--- src/rtl/cart_rom_fetch.sv ---
// Cartridge ROM fetch buffer: serves mapper byte reads from a one-word
// demand buffer plus a one-word speculative next-word prefetch buffer.
//
// Ports:
//   clk_sys, reset_n         system clock, async active-low reset
//   pclk0, pclk1             CPU phase enables (lookups use pclk1)
//   rom_address, cart_read   mapper byte address and read qualifier
//   flush                    drop all buffered data
//   rom_din, rom_ready       byte returned to the mapper and its valid flag
//   mem_addr, mem_req        word read request to the SDRAM arbiter
//   mem_ack, mem_rdata       one-cycle acknowledge with read data
//   miss_count               saturating demand miss counter
module cart_rom_fetch #(
   parameter bit PREFETCH_EN = 1'b1
) (
   input  logic        clk_sys,
   input  logic        reset_n,
   input  logic        pclk0,
   input  logic        pclk1,
   input  logic [24:0] rom_address,
   input  logic        cart_read,
   input  logic        flush,
   output logic [7:0]  rom_din,
   output logic        rom_ready,
   output logic [23:0] mem_addr,
   output logic        mem_req,
   input  logic        mem_ack,
   input  logic [15:0] mem_rdata,
   output logic [15:0] miss_count
);

   typedef enum logic [1:0] {IDLE, DREQ, PREQ} state_t;

   state_t      state;
   logic        d_valid;
   logic [23:0] d_tag;
   logic [15:0] d_data;
   logic        p_valid;
   logic [23:0] p_tag;
   logic [15:0] p_data;
   logic        dq;
   logic [23:0] q_tag;
   logic        q_sel;
   logic        disc;

   logic [23:0] tag;
   logic [23:0] nxt_tag;
   logic        look;
   logic        d_hit;
   logic        p_hit;
   logic        pf_go;
   logic        ack_ok;
   logic        unused_pclk0;

   function automatic logic [7:0] pick(input logic [15:0] w, input logic hi);
      return hi ? w[15:8] : w[7:0];
   endfunction

   assign unused_pclk0 = pclk0;
   assign tag     = rom_address[24:1];
   assign nxt_tag = d_tag + 24'd1;
   // A queued or outstanding demand means the mapper is still waiting
   // on the same address, so further lookups are ignored.
   assign look    = pclk1 & cart_read & ~dq & (state != DREQ);
   assign d_hit   = d_valid & (d_tag == tag);
   assign p_hit   = p_valid & (p_tag == tag);
   assign pf_go   = PREFETCH_EN & d_valid & ~p_valid & (p_tag != nxt_tag);
   // Data of a request overlapped by a flush is never used.
   assign ack_ok  = mem_ack & ~flush & ~disc;

   always_ff @(posedge clk_sys or negedge reset_n) begin
      if (!reset_n) begin
         state      <= IDLE;
         mem_req    <= 1'b0;
         mem_addr   <= '0;
         rom_din    <= 8'h00;
         rom_ready  <= 1'b0;
         d_valid    <= 1'b0;
         d_tag      <= '0;
         d_data     <= '0;
         p_valid    <= 1'b0;
         p_tag      <= '0;
         p_data     <= '0;
         dq         <= 1'b0;
         q_tag      <= '0;
         q_sel      <= 1'b0;
         disc       <= 1'b0;
         miss_count <= '0;
      end else begin
         unique case (state)
            IDLE: begin
               if (dq) begin
                  state    <= DREQ;
                  mem_req  <= 1'b1;
                  mem_addr <= q_tag;
                  dq       <= 1'b0;
               end else if (pf_go) begin
                  state    <= PREQ;
                  mem_req  <= 1'b1;
                  mem_addr <= nxt_tag;
               end
            end
            DREQ: begin
               if (mem_ack) begin
                  state   <= IDLE;
                  mem_req <= 1'b0;
                  if (ack_ok) begin
                     d_tag     <= mem_addr;
                     d_data    <= mem_rdata;
                     d_valid   <= 1'b1;
                     rom_din   <= pick(mem_rdata, q_sel);
                     rom_ready <= 1'b1;
                  end
               end
            end
            PREQ: begin
               if (mem_ack) begin
                  state   <= IDLE;
                  mem_req <= 1'b0;
                  if (ack_ok) begin
                     p_tag <= mem_addr;
                     // A demand that missed while this prefetch was in
                     // flight is served straight from the returning word.
                     if (dq && q_tag == mem_addr) begin
                        d_tag     <= mem_addr;
                        d_data    <= mem_rdata;
                        d_valid   <= 1'b1;
                        rom_din   <= pick(mem_rdata, q_sel);
                        rom_ready <= 1'b1;
                        dq        <= 1'b0;
                     end else begin
                        p_data  <= mem_rdata;
                        p_valid <= 1'b1;
                     end
                  end
               end
            end
            default: state <= IDLE;
         endcase

         if (mem_ack)
            disc <= 1'b0;
         else if (flush && (state != IDLE || (!dq && pf_go)))
            disc <= 1'b1;

         if (look) begin
            if (flush || !(d_hit || p_hit)) begin
               rom_ready <= 1'b0;
               dq        <= 1'b1;
               q_tag     <= tag;
               q_sel     <= rom_address[0];
               if (miss_count != 16'hFFFF)
                  miss_count <= miss_count + 16'd1;
            end else if (d_hit) begin
               rom_din   <= pick(d_data, rom_address[0]);
               rom_ready <= 1'b1;
            end else begin
               d_valid   <= 1'b1;
               d_tag     <= p_tag;
               d_data    <= p_data;
               p_valid   <= 1'b0;
               rom_din   <= pick(p_data, rom_address[0]);
               rom_ready <= 1'b1;
            end
         end

         if (flush) begin
            d_valid   <= 1'b0;
            p_valid   <= 1'b0;
            rom_ready <= 1'b0;
         end
      end
   end

endmodule

--- config.mk ---
export PLATFORM = sky130hd
export DESIGN_NAME = cart_rom_fetch
export DESIGN_NICKNAME = d
export VERILOG_FILES = /design/src/rtl/cart_rom_fetch.sv
export SDC_FILE = /design/constraint.sdc
export NUM_CORES = 1
export LEC_CHECK = 0
export CAP_MARGIN = 0
export CORE_MARGIN = 8
export CORE_UTILIZATION = 50
export CTS_BUF_LIST = sky130_fd_sc_hd__clkbuf_8 sky130_fd_sc_hd__clkbuf_16
export DETAILED_ROUTE_END_ITERATION = 7
export DONT_BUFFER_PORTS = 1
export PLACE_DENSITY = 0.74
export SKIP_CTS_REPAIR_TIMING = 1
export SLEW_MARGIN = 20
export SYNTH_ARGS = -nofsm -noshare
export SYNTH_HDL_FRONTEND = slang
export SYNTH_SLANG_ARGS = --single-unit
--- constraint.sdc ---
create_clock -name clk_sys -period 9.3 [get_ports clk_sys]
set_input_delay 1.86 -clock clk_sys [delete_from_list [all_inputs] [get_ports clk_sys]]
set_output_delay 1.86 -clock clk_sys [all_outputs]
set_load 0.01 [all_outputs]
==> run metrics <==
Core Area=19460 um2; H-tree levels=4; Reg2Reg Depth=10; Starting Density=between 50% and 60%; Rows=51; Clk pwr share=~23%; Worst-Skew Late Latency=~0.44 ns; Seq/Total Area, Yosys=40.75%; die height=between 150 and 200 um; ys flop type=dfrtp_1; crit path launch=d_tag[2]; Final setup viols=0; largest net degree at the start of global routing=~160; Max VDD drop=approximately 0.00015 V; Worst setup endpoint=mem_addr[17]; grt ovf=0; RR Endpoint=mem_addr[17]; RSZ-0062 raised after global routing=no; synth unique cells=64; ranking of synthesized cells by area=dfrtp_1 (41%), mux2_2 (7.7%), xnor2_1 (5.5%); Slew HR=27.54%; Post-synth EDFFs=0; Antenna diodes=0; combinational share of power=35.3%; CP Launch Type=flop; Psw=1320 uW; cell taking the most area after synthesis=dfrtp_1; CP Cell Sequence=nand3_1 > nor4_2 > nand2_1 > or3_1 > o311ai_1 > nor4_2 > a311oi_4 > buf_4 > mux2i_1 > a21oi_1; CTS clk-pin slew, worst paths=roughly 0.060 ns; Cell Count, Final, Fillers Out=between 1000 and 1500; post-detailed-route count of antenna-violating nets=0; Hold Path Class=flop to flop; drt drc=0; Worst Tran Pin Value=1.080 ns; Final Critical Period=between 4 and 5 ns; Critical Path RT=9.57 ns; Yosys warnings=0; Final TNS setup=0 ns; Tcrit/Tclk final=between 40% and 50%; Syn Area/Cell=between 9 and 10 um2; Die ar.=~25000 um2; cell mode on critical path=nor4_2; DR pass1 iterations=5; final wirelength=roughly 28000 um; leakage=about 0.0045 uW; Port Buffer Count=0; count leader, synth=dfrtp_1; first-pass GRT wire length=roughly 44000 um; HPWL Detailed=between 15000 and 20000 um; Flop pwr share=around two fifths; CP arrival=between 4 and 5 ns; Int Pwr=~2000 uW; placed cell count=roughly 1200; root buffer cell=clkbuf_16; slowest CP cell=a311oi_4; post-synth net total=between 1000 and 1500; fin. max-slew vios=0; Critical Path Sink Type=flop; post-synth top area share=40.75%; hold_ws=about 0.52 ns; Vias=about 8000; P&R area growth vs syn=7.670%; die span in x=156.6 um; TritonCTS Buffers=17; gpl congestion=between 0.9 and 1; Max-Cap Viols=0; CTS tree=yes; average wire per standard cell=between 20 and 25 um; Post-Syn Instances=~1000; Async S/R FF share, synth=100.0%; #FFs+latches synth=161; clk buf depth=2; average via count per standard cell=between 6 and 7; vias in the first global route=approximately 8000; worst reg2reg startpoint=d_tag[2]; Worst R2R Setup Slack=4.91 ns; initial antenna violation count=0; final hold violations=0; fmax=around 0.23 GHz; Post-Synthesis Cell Area=roughly 10000 um2; Crit Path Max Fanout=20; overall routing resource usage=a little under a quarter; Crit Path Class=flop to flop; top-level I/O count=98; CTS sink count=161; layout cell share with drive strength beyond 1=about 15%; largest incremental delay on the critical path=0.80 ns; Commonest cells post-synth=dfrtp_1 (161), nand2_1 (101), a21oi_1 (76); Worst Clk Skew=~0.010 ns; status=completed; Final #Nets=between 1000 and 1500; pwr dens=~310 nW/um2; drt first-iter violations=623; Sw Ratio=a little over 40%
## cells in the final DEF (no fill, tap or decap), types with 16 or more instances in the layout
master	Yosys	layout
nor2_1	74	74
inv_1	16	17
clkbuf_16	0	17
xnor2_1	62	62
mux2i_1	44	44
dfrtp_1	161	161
nand2_1	101	100
a21oi_1	76	76
xor2_1	62	62
mux2_2	68	68
a22oi_1	37	37
o21ai_0	16	16
nand4_1	26	26
o22ai_1	24	24
## worst max-delay path: cells and delay by family, from the launching register on
family          cells  cell delay [ns]
compound gates      3             1.29
mux                 1             0.24
flops               1             0.51
buf+inv             1             0.50
simple gates        5             1.68
## area by class of cell
type                       instances  area, um2
clock buffer                      19      452.9
clock inverter                    13      183.9
fill                            1700       8818
inverter                          17      63.81
multi-input combinational        767       5500
sequential                       161       4029
tap                              265      331.6
timing repair buffer              11      82.58
## how the worst min path moves through the flow
| stage | start | end | slack [ns] | depth (start not counted) |
|---|---|---|---|---|
| global placement | p_data[14] | d_data[14] | 0.50 | 1 |
| CTS | p_data[14] | d_data[14] | 0.53 | 1 |
| finish | p_data[14] | d_data[14] | 0.52 | 1 |
| floorplan | p_data[14] | d_data[14] | 0.48 | 1 |
| global route | p_data[12] | p_data[12] | 0.55 | 1 |
| detailed placement | p_data[14] | d_data[14] | 0.52 | 1 |
## sequential cells by signal, indices dropped and copies added (netlist names)
name	count
rom_din	8
d_data	16
q_tag	24
dq	1
mem_addr	24
mem_req	1
q_sel	1
miss_count	16
p_valid	1
disc	1
state	2
p_tag	24
p_data	16
d_valid	1
rom_ready	1
d_tag	24
## layer usage
layer / vias to the layer above / share of wire (%) / global-route usage [%]
li1: 3579 / - / -
met1: 3936 / 41 / 28.68
met2: 288 / 47 / 37.09
met3: 65 / 8.5 / 7.584
met4: 0 / 3.7 / 9.794
met5: - / 0 / 0
## through the flow
stage | setup WS [ns] | utilization [%] | cell area (um2) | total power [uW]
global placement | 4.556 | 51.41 | 10010 | 2465
global route | 4.630 | 54.69 | 10640 | 3455
detailed placement | 4.554 | 51.41 | 10010 | 2502
floorplan | 5.132 | - | 9886 | 2147
CTS | 4.947 | 54.68 | 10640 | 3271
finish | 4.907 | 54.69 | 10640 | 3270
## power groups by stage
stage	clock network, uW	logic, uW	registers, uW
floorplan	0	943	1200
global placement	0	1110	1350
detailed placement	0	1140	1360
CTS	770	1150	1350
global route	801	1250	1400
finish	758	1150	1360
## logic make-up after synthesis
kind of cell | Yosys count | share of synthesized area [%]
simple gates | 298 | 14.91
compound gates | 217 | 14.38
flops | 161 | 40.75
xor+xnor | 125 | 11.21
mux | 120 | 14.02
buf+inv | 89 | 3.835
fa+ha+maj | 7 | 0.8859
(Power assumes the default switching activity.)
